[src/rtl/seq_bla_subtractor_pkg.sv]
// Shared definitions for the digit-serial borrow-lookahead subtractor:
// FSM state encoding and the digit width.
package sub_pkg;

  localparam int DIGIT_W = 4;

  typedef enum logic [1:0] {
    S_IDLE = 2'd0,
    S_RUN  = 2'd1,
    S_DONE = 2'd2
  } state_t;

endpackage

[src/rtl/seq_bla_subtractor_bla4_slice.sv]
// 4-bit borrow-lookahead subtract slice: d = x - y - bi, bo = borrow out.
// Lookahead is fully flattened; no borrow ripples between bit positions.
module bla4_slice
  import sub_pkg::*;
(
  input  logic [DIGIT_W-1:0] x,
  input  logic [DIGIT_W-1:0] y,
  input  logic               bi,
  output logic [DIGIT_W-1:0] d,
  output logic               bo
);

  logic [DIGIT_W-1:0] p;
  logic [DIGIT_W-1:0] g;
  logic               b1, b2, b3;

  // p: borrow passes through (bits equal); g: borrow created (x=0, y=1)
  assign p = ~(x ^ y);
  assign g = ~x & y;

  assign b1 = g[0] | (p[0] & bi);
  assign b2 = g[1] | (p[1] & g[0]) | (p[1] & p[0] & bi);
  assign b3 = g[2] | (p[2] & g[1]) | (p[2] & p[1] & g[0])
            | (p[2] & p[1] & p[0] & bi);
  assign bo = g[3] | (p[3] & g[2]) | (p[3] & p[2] & g[1])
            | (p[3] & p[2] & p[1] & g[0]) | (p[3] & p[2] & p[1] & p[0] & bi);

  assign d = x ^ y ^ {b3, b2, b1, bi};

endmodule

[src/rtl/seq_bla_subtractor.sv]
// Digit-serial subtractor diff = a - b - bin, one 4-bit digit per clock, LSB first.
// Optional signed-overflow output ovf is built when SUB_OVERFLOW_EN is defined.
//
// state | meaning
// ------+--------------------------------------------------------------
// IDLE  | in_ready=1, waiting for an operand set
// RUN   | one digit per edge through the shared slice, cnt = digit index
// DONE  | out_valid=1, result held until out_ready
module seq_bla_subtractor
  import sub_pkg::*;
#(
  parameter int WIDTH = 16
) (
  input  logic             clk,
  input  logic             rst,
  input  logic             in_valid,
  output logic             in_ready,
  input  logic [WIDTH-1:0] a,
  input  logic [WIDTH-1:0] b,
  input  logic             bin,
  output logic             out_valid,
  input  logic             out_ready,
  output logic [WIDTH-1:0] diff,
  output logic             bout
`ifdef SUB_OVERFLOW_EN
  ,
  output logic             ovf
`endif
);

  localparam int NDIG = WIDTH / DIGIT_W;
  localparam int CW   = (NDIG > 1) ? $clog2(NDIG) : 1;

  state_t             state_q, state_nx;
  logic [CW-1:0]      cnt_q;
  logic [WIDTH-1:0]   a_q, b_q, diff_q;
  logic               brw_q, bout_q;
  logic [DIGIT_W-1:0] sl_x, sl_y, sl_d;
  logic               sl_bo;
  logic               last;

  assign last = (cnt_q == CW'(NDIG - 1));
  assign sl_x = a_q[cnt_q*DIGIT_W +: DIGIT_W];
  assign sl_y = b_q[cnt_q*DIGIT_W +: DIGIT_W];

  bla4_slice u_slice (
    .x  (sl_x),
    .y  (sl_y),
    .bi (brw_q),
    .d  (sl_d),
    .bo (sl_bo)
  );

  always_ff @(posedge clk) begin
    if (rst) state_q <= S_IDLE;
    else     state_q <= state_nx;
  end

  always_comb begin
    state_nx = state_q;
    unique case (state_q)
      S_IDLE:  if (in_valid) state_nx = S_RUN;
      S_RUN:   if (last) state_nx = S_DONE;
      S_DONE:  if (out_ready) state_nx = S_IDLE;
      default: state_nx = S_IDLE;
    endcase
  end

  always_comb begin
    in_ready  = (state_q == S_IDLE);
    out_valid = (state_q == S_DONE);
  end

  always_ff @(posedge clk) begin
    if (rst) begin
      a_q    <= '0;
      b_q    <= '0;
      brw_q  <= 1'b0;
      cnt_q  <= '0;
      diff_q <= '0;
      bout_q <= 1'b0;
    end else begin
      unique case (state_q)
        S_IDLE: begin
          if (in_valid) begin
            a_q    <= a;
            b_q    <= b;
            brw_q  <= bin;
            cnt_q  <= '0;
            diff_q <= '0;
          end
        end
        S_RUN: begin
          diff_q[cnt_q*DIGIT_W +: DIGIT_W] <= sl_d;
          brw_q <= sl_bo;
          cnt_q <= cnt_q + CW'(1);
          if (last) bout_q <= sl_bo;
        end
        default: ;
      endcase
    end
  end

`ifdef SUB_OVERFLOW_EN
  logic ovf_q;

  // Final digit's d[3] is the result MSB; operands of differing sign must keep a's sign.
  always_ff @(posedge clk) begin
    if (rst) begin
      ovf_q <= 1'b0;
    end else if (state_q == S_RUN && last) begin
      ovf_q <= (a_q[WIDTH-1] ^ b_q[WIDTH-1]) & (a_q[WIDTH-1] ^ sl_d[DIGIT_W-1]);
    end
  end

  assign ovf = ovf_q;
`endif

  assign diff = diff_q;
  assign bout = bout_q;

endmodule

[config.mk]
export PLATFORM = sky130hd
export DESIGN_NAME = seq_bla_subtractor
export DESIGN_NICKNAME = d
export VERILOG_FILES = /design/src/rtl/seq_bla_subtractor_pkg.sv /design/src/rtl/seq_bla_subtractor_bla4_slice.sv /design/src/rtl/seq_bla_subtractor.sv
export SDC_FILE = /design/constraint.sdc
export NUM_CORES = 1
export LEC_CHECK = 0
export ABC_AREA = 0
export BUFFER_PORTS_ARGS = -buffer_cell sky130_fd_sc_hd__buf_2
export CAP_MARGIN = 5
export CORE_MARGIN = 8
export CORE_UTILIZATION = 50
export CTS_BUF_LIST = sky130_fd_sc_hd__clkbuf_8
export DETAILED_ROUTE_END_ITERATION = 7
export GPL_TIMING_DRIVEN = 0
export PLACE_DENSITY = 0.77
export SLEW_MARGIN = 15
export SYNTH_ARGS = -nofsm -noshare
export SYNTH_HDL_FRONTEND = slang
export SYNTH_SLANG_ARGS = --single-unit
[constraint.sdc]
create_clock -name clk -period 4.4 [get_ports clk]
set_clock_uncertainty 0.2 [all_clocks]
set_input_delay 0.66 -clock clk [delete_from_list [all_inputs] [get_ports clk]]
set_output_delay 0.66 -clock clk [all_outputs]
set_load 0.01 [all_outputs]
**After elaboration in Yosys (flattened, before gate mapping)**

Cells that the tools add are included.

- Flip-flop bits (word level): 54
- Memories: 0
- ROM bits: 0
- Input bits: 37
- Logic and storage cells: 67
- Bits in writable memories: 0
- Bits in latches: 0
- Output and inout bits: 19

- Order comparisons: 0
- Multipliers: 0
- Div/mod/pow operators: 0
- Shifts and indexed selects: 4
- Bitwise operators: 31
- Add/subtract/negate cells: 2
- Equality and inequality tests: 6
- Reductions and logical operators: 6
- Mux-type cells: 11

Operators by type and width:

| cell | count |
|---|---|
| $neg A4 Y34 | 1 |
| $shift A4 B34 Y16 const A | 1 |
| $shiftx A4 B34 Y16 | 1 |
| $pmux W16 S2 | 1 |
| $shiftx A16 B5 Y4 | 2 |
| $and A1 B1 Y1 | 16 |
| $bwmux W16 | 1 |
| $mux W16 | 1 |
| $or A1 B1 Y1 | 10 |
| $mux W2 | 4 |
| $not A4 Y4 | 2 |
| $xor A4 B4 Y4 | 2 |
| $pmux W2 S3 | 1 |
| $reduce_and A2 Y1 | 3 |
| $and A4 B4 Y4 | 1 |
| $eq A2 B2 Y1 const B | 2 |
| $ne A2 B2 Y1 const B | 2 |
| $pmux W2 S2 | 1 |
| $reduce_and A3 Y1 | 1 |
| $add A2 B1 Y2 const B | 1 |
| $eq A2 B1 Y1 const B | 1 |
| $logic_not A2 Y1 | 1 |
| $ne A2 B1 Y1 const B | 1 |
| $pmux W1 S2 | 1 |
| 2 further kinds | 2 |

**Logic depth before layout (Yosys ltp)**

Gate-level depths: netlist (run 1).

- Depth in word-level cells: 11
- Depth in mapped cells: 8
- Gate-level depth less buffers: 7

**By module**

A second synthesis (run 1) with hierarchy kept.

- Cells, all modules: 269
- Area total of the unflattened synthesis: 2492.4 µm²

By module, submodules not included:

| module | area an instance (µm²) | times used | sequential area each (µm²) | cells an instance |
|---|---|---|---|---|
| seq_bla_subtractor | 2292.2 | 1 | 1081.0 | 242 |
| bla4_slice | 200.2 | 1 | 0.0 | 27 |

**Least setup slack after synthesis (run 1)**

No wires, ideal clock.

- Path type: register to register
- Start: register cnt_q[1]
- End: register diff_q[3], in the netlist diff[3]
- Library setup time: 0.087 ns
- Period minus slack after synthesis: 2.449 ns
- Cell stages (with the launch flop): 9
- Data arrival time: 2.162 ns
- Data required time: 4.113 ns
- Buffers on the path: 1
- Setup slack: 1.951 ns
- Path through: dfxtp_1 > buf_2 > mux4_2 > inv_1 > ha_1 > a211oi_2 > o21bai_2 > xor2_2 > o31ai_1

- Longest elaborated chain between the ends: 11
- Elaborated cells between the ends (all ways): 27
- Those cells by class: 1 x add/sub; 4 x shift; 2 x mux; 20 x bitwise

Ends and longest elaborated chain:

| item | line | RTL |
|---|---|---|
| from (decl) | seq_bla_subtractor.sv:35 | `logic [CW-1:0] cnt_q;` |
| from (signal assigned) | seq_bla_subtractor.sv:96 | `cnt_q <= cnt_q + CW'(1);` |
| $shiftx A16 B5 Y4, on equally long branches | seq_bla_subtractor.sv:43, seq_bla_subtractor.sv:44 |  |
| $xor A4 B4 Y4 or $not A4 Y4 (tied branches) | seq_bla_subtractor_bla4_slice.sv:18, seq_bla_subtractor_bla4_slice.sv:28, seq_bla_subtractor_bla4_slice.sv:19 |  |
| $not A4 Y4 or $and A4 B4 Y4 (tied branches) | seq_bla_subtractor_bla4_slice.sv:18, seq_bla_subtractor_bla4_slice.sv:19 |  |
| $and A1 B1 Y1, on equally long branches | seq_bla_subtractor_bla4_slice.sv:23, seq_bla_subtractor_bla4_slice.sv:24 |  |
| $or A1 B1 Y1 (tied with other cells) | seq_bla_subtractor_bla4_slice.sv:23 | `assign b3 = g[2] \| (p[2] & g[1]) \| (p[2] & p[1] & g[0])` |
| $or A1 B1 Y1 or $and A1 B1 Y1 (tied branches) | seq_bla_subtractor_bla4_slice.sv:23, seq_bla_subtractor_bla4_slice.sv:24 |  |
| $or A1 B1 Y1 | seq_bla_subtractor_bla4_slice.sv:24 | `\| (p[2] & p[1] & p[0] & bi);` |
| $xor A4 B4 Y4 | seq_bla_subtractor_bla4_slice.sv:28 | `assign d = x ^ y ^ {b3, b2, b1, bi};` |
| $shiftx A4 B34 Y16 | seq_bla_subtractor.sv:94 | `diff_q[cnt_q*DIGIT_W +: DIGIT_W] <= sl_d;` |
| $bwmux W16 (*) | seq_bla_subtractor.sv:94 |  |
| $pmux W16 S2 (*) | seq_bla_subtractor.sv:83 | `unique case (state_q)` |
| to (signal, indexed assignment) | seq_bla_subtractor.sv:94 |  |
| to (decl) | seq_bla_subtractor.sv:36 | `logic [WIDTH-1:0] a_q, b_q, diff_q;` |

Mark *: on every way between the ends. The rest lies on a longest branch, timed or not.
A chain may end at the register's enable or synchronous reset.

**Worst setup path after layout (run 1)**

- Start: register cnt_q[1]
- End: register diff_q[11], in the netlist diff[11]

The elaborated chain is that of the path after synthesis.

==> results of run 1 <==
-- area by class of cell --
| type | count | share of cell area |
|---|---|---|
| multi-input combinational | 192 | 0.425 |
| sequential | 54 | 0.368 |
| tap | 67 | 0.0286 |
| clock inverter | 3 | 0.0166 |
| timing repair buffer | 54 | 0.0921 |
| inverter | 8 | 0.0102 |
| buffer | 18 | 0.0354 |
| clock buffer | 5 | 0.0234 |
-- cells in the mapped netlist (4+ instances only) --
| cell type | n | area share |
|---|---|---|
| o31ai_1 | 7 | 0.021 |
| a21oi_1 | 38 | 0.077 |
| ha_1 | 8 | 0.041 |
| nor2_1 | 11 | 0.017 |
| inv_1 | 8 | 0.012 |
| dfxtp_1 | 54 | 0.44 |
| nand2_1 | 72 | 0.11 |
| buf_4 | 4 | 0.012 |
| clkbuf_1 | 7 | 0.011 |
| a2bb2oi_1 | 7 | 0.025 |
| a21o_1 | 4 | 0.012 |
| nand3b_1 | 9 | 0.027 |
| mux4_2 | 8 | 0.073 |
| buf_2 | 5 | 0.010 |
-- where the power goes --
part | total (mW) | switching (mW) | internal [mW] | leakage (nW)
sequential | 0.523 | 0.0124 | 0.511 | 0.441
combinational | 0.177 | 0.0993 | 0.0781 | 0.725
clock | 0.349 | 0.176 | 0.174 | 0.0563
total | 1.05 | 0.288 | 0.762 | 1.22
-- state kept, by name, indices dropped and copies added, names as in the netlist --
register and flops:
state_q 2, cnt_q 2, b_q 16, a_q 16
bout 1, brw_q 1, diff 16
-- metal layers --
layer / track usage / wire length (µm) / vias up
met3: 0.0454 / 313 / 10
li1: - / - / 1056
met2: 0.276 / 2790 / 55
met5: 0 / 0 / -
met4: 0.0642 / 95 / 0
met1: 0.192 / 2610 / 970
-- cell families after synthesis --
logic type               after synthesis
flip-flops                            54
AND/OR/NAND/NOR                      108
multiplexers                           9
buffers and inverters                 26
adder cells (fa/ha/maj)                9
XOR/XNOR                               3
AO/OA/AOI/OAI                         63
-- worst reg2reg max path, cell delays in order (launching register included) --
cell      delay [ns]
dfxtp_1         0.37
buf_2           0.31
mux4_2          0.55
inv_1           0.15
ha_1            0.26
a211oi_2        0.27
o21bai_2        0.14
xor2_2          0.30
o31ai_1         0.12
-- path summary, 6_finish.rpt --
kind	start	endpoint	slack (ns)
max	cnt_q[1]	diff[11]	1.61
min	a_q[8]	a_q[8]	0.26
max reg2reg	cnt_q[1]	diff[11]	1.61
min reg2reg	a_q[8]	a_q[8]	0.26
-- per-stage QoR --
| stage | area [µm²] | total power, mW | hold WS, ns |
|---|---|---|---|
| floorplan | 2460 | 0.657 | 0.233 |
| global placement | 2820 | 0.707 | 0.240 |
| detailed placement | 2820 | 0.712 | 0.246 |
| CTS | 2940 | 1.06 | 0.261 |
| global route | 2940 | 1.10 | 0.273 |
| finish | 2940 | 1.05 | 0.260 |
==> impl_metrics.json, run 1 <==
{
  "p_per_area_nw_per_um2": 358,
  "final_util": 0.621,
  "cp_num_cells": 8,
  "rsz0062_at_grt": "no",
  "cp.arrival_ns": 2.78,
  "crit_path_end_kind": "register",
  "cts_max_level": 2,
  "tns_ns": 0,
  "grt.total_usage": 0.164,
  "path_clk_slew_ns": 0.10,
  "status": "completed",
  "slowest_stage": "mux4_2",
  "synth_fa_ha_area_frac": 0.0488,
  "grt_max_degree": 19,
  "synthesis.nets": 318,
  "synth_cell_type_count": 39,
  "insertion_delay_ns": 0.32,
  "worstPathMaxFanout": 10,
  "synth-async-reset-ratio": 0,
  "clkSinkCount": 54,
  "final_cells": 401,
  "muxShareOfSynthArea": 0.0772,
  "synthFlopType": "dfxtp_1",
  "postSynthAreaPerCell_um2": 9.06,
  "post_drt_via_cell_ratio": 5.21,
  "maxCapViolations": 0,
  "critPathBufInv": 2,
  "drt_pass1_iterations": 4,
  "finalHoldViolCount": 0,
  "clk_path_buf_depth": 2,
  "synth_top_family_by_area": "simple AND/OR/NAND/NOR gates",
  "drv_slew": 0,
  "dp.cells": 393,
  "netlist_instances": 272,
  "rows": 25,
  "start_util": 0.522,
  "critical_path.top_delay_family": "multiplexers",
  "seq_area_um2": 1080,
  "multi_input_area_um2": 1250,
  "numCtsBuffers": 5,
  "fmax_mhz": 359,
  "nets": 379,
  "grt_pass1_wl_mm": 9.71,
  "fin_ws_ns": 1.61,
  "ioPinCount": 56,
  "cp_cell_sequence": "buf_2 > mux4_2 > inv_1 > ha_1 > a211oi_2 > o21bai_2 > xor2_2 > o31ai_1",
  "synth-xor-area-share": 0.0137,
  "yosysSeqAreaShare": 0.439,
  "die-area_um2": 7430,
  "grt.overflow.total": 0,
  "die_x_um": 86.2,
  "gp_congestion": 0.783,
  "period_share": 0.633,
  "routed_wl_mm": 5.80,
  "yosys_warnings": 0,
  "final_layout_size_suffix_gt1_frac": 0.269,
  "antenna_found_initial": 0,
  "vdd.ir_drop.worst_v": 0.000193,
  "core_area_um2": 4720,
  "final_cell_mix": "nand2_1 (72), buf_2 (59), dfxtp_1 (54), a21oi_1 (38), nor2_1 (11)",
  "hp-class": "register to register",
  "synth-compound-area-share": 0.162,
  "detail-route-antenna-nets": 0,
  "vias": 2091,
  "die_h_um": 86.2,
  "relSlewSlack": 0.650,
  "cts_setup_buffers": 0,
  "criticalPathCategory": "register to register",
  "p_leak_nw": 1.22,
  "route.detailed.drc": 0,
  "root_buffer": "clkbuf_8",
  "setup-violations-final": 0,
  "critical-path-max-stage-delay_ns": 0.55,
  "synth_edf_count": 0,
  "holdPathStages": 2,
  "pre_cts_ws_ns": 1.61,
  "syn2layout_area_growth_pct": 19.1,
  "dpl.hpwl_mm": 4.41,
  "routedWlPerCell_um": 14.5,
  "r2r_cells": 8,
  "fillers": 432,
  "finalCriticalPeriod_ns": 2.79,
  "diodes": 0,
  "start_kind": "register",
  "layout_commonest_cell": "nand2_1",
  "cts-resized-gates": 0,
  "drt_iter0_drc": 115,
  "synth_seq_cells": 54,
  "tightest_slew_ns": 0.526,
  "cts_tree": "yes",
  "postCtsHoldBufs": 0,
  "place.port_buffers": 54,
  "worstPathRequired_ns": 4.39,
  "grt_pass1_vias": 2134,
  "yosys.area_share.simple": 0.206,
  "synth_area_um2": 2460
}
Power figures use the tool's default switching activity.
==> inputs of run 2 (changes only) <==
--- a/config.mk
+++ b/config.mk
@@ -5,7 +5,7 @@
 export SDC_FILE = /design/constraint.sdc
 export NUM_CORES = 1
 export LEC_CHECK = 0
-export ABC_AREA = 0
+export ABC_AREA = 1
 export BUFFER_PORTS_ARGS = -buffer_cell sky130_fd_sc_hd__buf_2
 export CAP_MARGIN = 5
 export CORE_MARGIN = 8
@@ -13,7 +13,7 @@
 export CTS_BUF_LIST = sky130_fd_sc_hd__clkbuf_8
 export DETAILED_ROUTE_END_ITERATION = 7
 export GPL_TIMING_DRIVEN = 0
-export PLACE_DENSITY = 0.77
+export PLACE_DENSITY = 0.79
 export SLEW_MARGIN = 15
 export SYNTH_ARGS = -nofsm -noshare
 export SYNTH_HDL_FRONTEND = slang
==> constraint.sdc (replaced) <==
create_clock -name clk -period 2.24 [get_ports clk]
set_clock_uncertainty 0.2 [all_clocks]
set_input_delay 0.336 -clock clk [delete_from_list [all_inputs] [get_ports clk]]
set_output_delay 0.336 -clock clk [all_outputs]
set_load 0.01 [all_outputs]
==> run 2 against run 1 <==
Effect of this change: the flow now finishes with violations (setup timing); global-route usage grew 2.1 points; register-to-register slack got worse by 1.6 ns; critical path depth grew 4; clock power grew 45%; cell area up 14%; routed wire length is 21% higher; first-iteration DRC count is 74% higher; power up 110%; setup slack lost 1.6 ns; sequential cell count is the same; die area grew 2.1%; critical path type unchanged; critical endpoint is now diff[5]; largest power group unchanged.
==> impl_metrics.json, run 2 <==
{
  "cp_cell_sequence": "inv_4 > buf_8 > buf_8 > nand2_2 > a32o_2 > ha_4 > buf_4 > xnor2_2 > nand2_1 > nor2_2 > nand2_1 > a21oi_1",
  "nets": 470,
  "status": "complete, but fails checks",
  "netlist_top_cells_count": "nand2_1 (121), a21oi_1 (57), dfxtp_1 (54), inv_1 (18), nor2_1 (14)",
  "postSynthAreaPerCell_um2": 7.39,
  "start_util": 0.508,
  "numCtsBuffers": 5,
  "tns_ns": -0.0123,
  "yosysSeqAreaShare": 0.428,
  "synth-async-reset-ratio": 0,
  "worstHoldStart": "a[4]",
  "netlist_instances": 342,
  "antenna_found_initial": 0,
  "vias": 2531,
  "final_layout_size_suffix_gt1_frac": 0.340,
  "yosysTopAreaCellShare": 0.428,
  "critical_path.top_delay_family": "buffers and inverters",
  "start_kind": "register",
  "holdPathStages": 3,
  "p_leak_nw": 1.45,
  "final_area_um2": 3350,
  "r2r-end": "diff[5]",
  "worstPathMaxFanout": 7,
  "final_cell_mix": "nand2_1 (113), a21oi_1 (55), buf_2 (55), dfxtp_1 (52), buf_4 (19)",
  "violations": "setup timing",
  "hp-class": "input pin to register",
  "grt_max_degree": 15,
  "rows": 26,
  "r2r_cells": 12,
  "place.port_buffers": 54,
  "layout_commonest_cell": "nand2_1",
  "yosys.area_share.simple": 0.261,
  "period_share": 1.00,
  "crit_path_end_kind": "register",
  "routedWlPerCell_um": 14.2,
  "rr_startpoint": "cnt_q[0]",
  "synth_area_um2": 2530,
  "drt_iter0_drc": 200,
  "route.detailed.drc": 0,
  "slowest_stage": "dfxtp_4",
  "clkSinkCount": 54,
  "cts_max_level": 2,
  "ioPinCount": 56,
  "relSlewSlack": 0.635,
  "hold_slack_ns": 0.0678,
  "ff2ff_setup_slack_ns": -0.01,
  "pre_cts_ws_ns": -0.351,
  "yosys_warnings": 0,
  "synth_top_family_by_area": "simple AND/OR/NAND/NOR gates",
  "path_clk_slew_ns": 0.09,
  "cp_num_cells": 12,
  "routed_wl_mm": 7.00,
  "grt_pass1_wl_mm": 11.2,
  "p_per_area_nw_per_um2": 651,
  "fillers": 414,
  "synth_top_cell_by_area": "dfxtp_1",
  "synthFlopType": "dfxtp_1",
  "diodes": 0,
  "drv_slew": 0,
  "fin_ws_ns": -0.0105,
  "maxCapViolations": 0,
  "core_area_um2": 4980,
  "fmax_mhz": 444,
  "die_x_um": 87.1,
  "muxShareOfSynthArea": 0,
  "grt_pass1_vias": 2441,
  "synth.most_common_cell": "nand2_1",
  "finalCriticalPeriod_ns": 2.25,
  "rsz0062_at_grt": "yes",
  "yosys-top-cells-area": "dfxtp_1 (43%), nand2_1 (18%), a21oi_1 (11%)",
  "dpl.hpwl_mm": 4.55,
  "vdd.ir_drop.worst_v": 0.000446,
  "synth-xor-area-share": 0.00346,
  "hold_end": "a_q[4]",
  "dpl_cell_area_um2": 2890,
  "cp.arrival_ns": 2.29,
  "synth-compound-area-share": 0.174,
  "cts_tree": "yes",
  "die-area_um2": 7590,
  "drt_pass1_iterations": 5,
  "critPathBufInv": 4,
  "clk_path_buf_depth": 2,
  "post_drt_via_cell_ratio": 5.12,
  "synth_fa_ha_area_frac": 0.0475,
  "insertion_delay_ns": 0.31,
  "worstPathRequired_ns": 2.28,
  "synth_edf_count": 0,
  "syn2layout_area_growth_pct": 32.7,
  "synth_cell_type_count": 29,
  "root_buffer": "clkbuf_8",
  "finalHoldViolCount": 0,
  "synthesis.nets": 388,
  "tightest_slew_ns": 0.547,
  "synth_seq_cells": 54,
  "die_h_um": 87.1,
  "detail-route-antenna-nets": 0,
  "grt.overflow.total": 0,
  "grt.total_usage": 0.185,
  "setup-violations-final": 2,
  "critical-path-max-stage-delay_ns": 0.38,
  "gp_congestion": 0.815,
  "criticalPathCategory": "register to register"
}
-- run 2: kinds of logic after synthesis --
group | after synthesis
xor gates and xnor gates | 1
and+or+nand+nor | 156
adders and majority gates | 9
AOI/OAI and AO/OA | 80
buffers and inverters | 42
DFF | 54
-- run 2: worst max-delay path by stage --
stage / slack, ns / endpoint / from
2_1_floorplan: 0.004 / diff[5] / cnt_q[0]
3_3_place_gp: -0.33 / diff[5] / cnt_q[0]
3_5_place_dp: -0.35 / diff[7] / cnt_q[0]
4_1_cts: -0.02 / diff[15] / cnt_q[0]
5_1_grt: -0.13 / diff[7] / cnt_q[0]
6_report: -0.01 / diff[5] / cnt_q[0]
-- run 2: layout make-up --
cell class	count	area, µm²	share of cell area
inverter	24	100	0.0298
buffer	18	151	0.0451
sequential	54	1090	0.325
multi-input combinational	246	1400	0.416
clock buffer	5	68.8	0.0205
tap	70	87.6	0.0261
timing repair buffer	75	455	0.136
clock inverter	2	7.51	0.00224
-- run 2: tightest hold or removal path, stage by stage --
cell and delay [ns]:
buf_2 0.09, nand2_1 0.05, a21oi_1 0.05
-- run 2: per-stage QoR --
stage	std cells	util	total power, mW
finish	494	0.674	2.19
global route	494	0.674	2.30
CTS	492	0.651	2.11
detailed placement	466	0.580	1.49
global placement	466	0.580	1.48
floorplan	342	-	1.37
-- run 2: repair_timing --
item	CTS	global route
hold buffers	0	0
cloned	1	0
endpoints found under the setup margin	18	19
gates resized for setup	35	32
setup buffers	18	3
pin swaps	13	16
-- run 2: per-layer routing --
| layer | vias to the layer above | wire length [µm] | track usage |
|---|---|---|---|
| met3 | 14 | 459 | 0.0443 |
| met4 | 0 | 161 | 0.0797 |
| li1 | 1271 | - | - |
| met5 | - | 0 | 0 |
| met1 | 1152 | 2870 | 0.223 |
| met2 | 94 | 3500 | 0.305 |
-- run 2: power breakdown --
group	total [mW]	switching, mW	leakage [nW]	internal, mW
combinational	0.639	0.356	0.960	0.284
sequential	1.04	0.0325	0.443	1.01
clock	0.507	0.300	0.0466	0.207
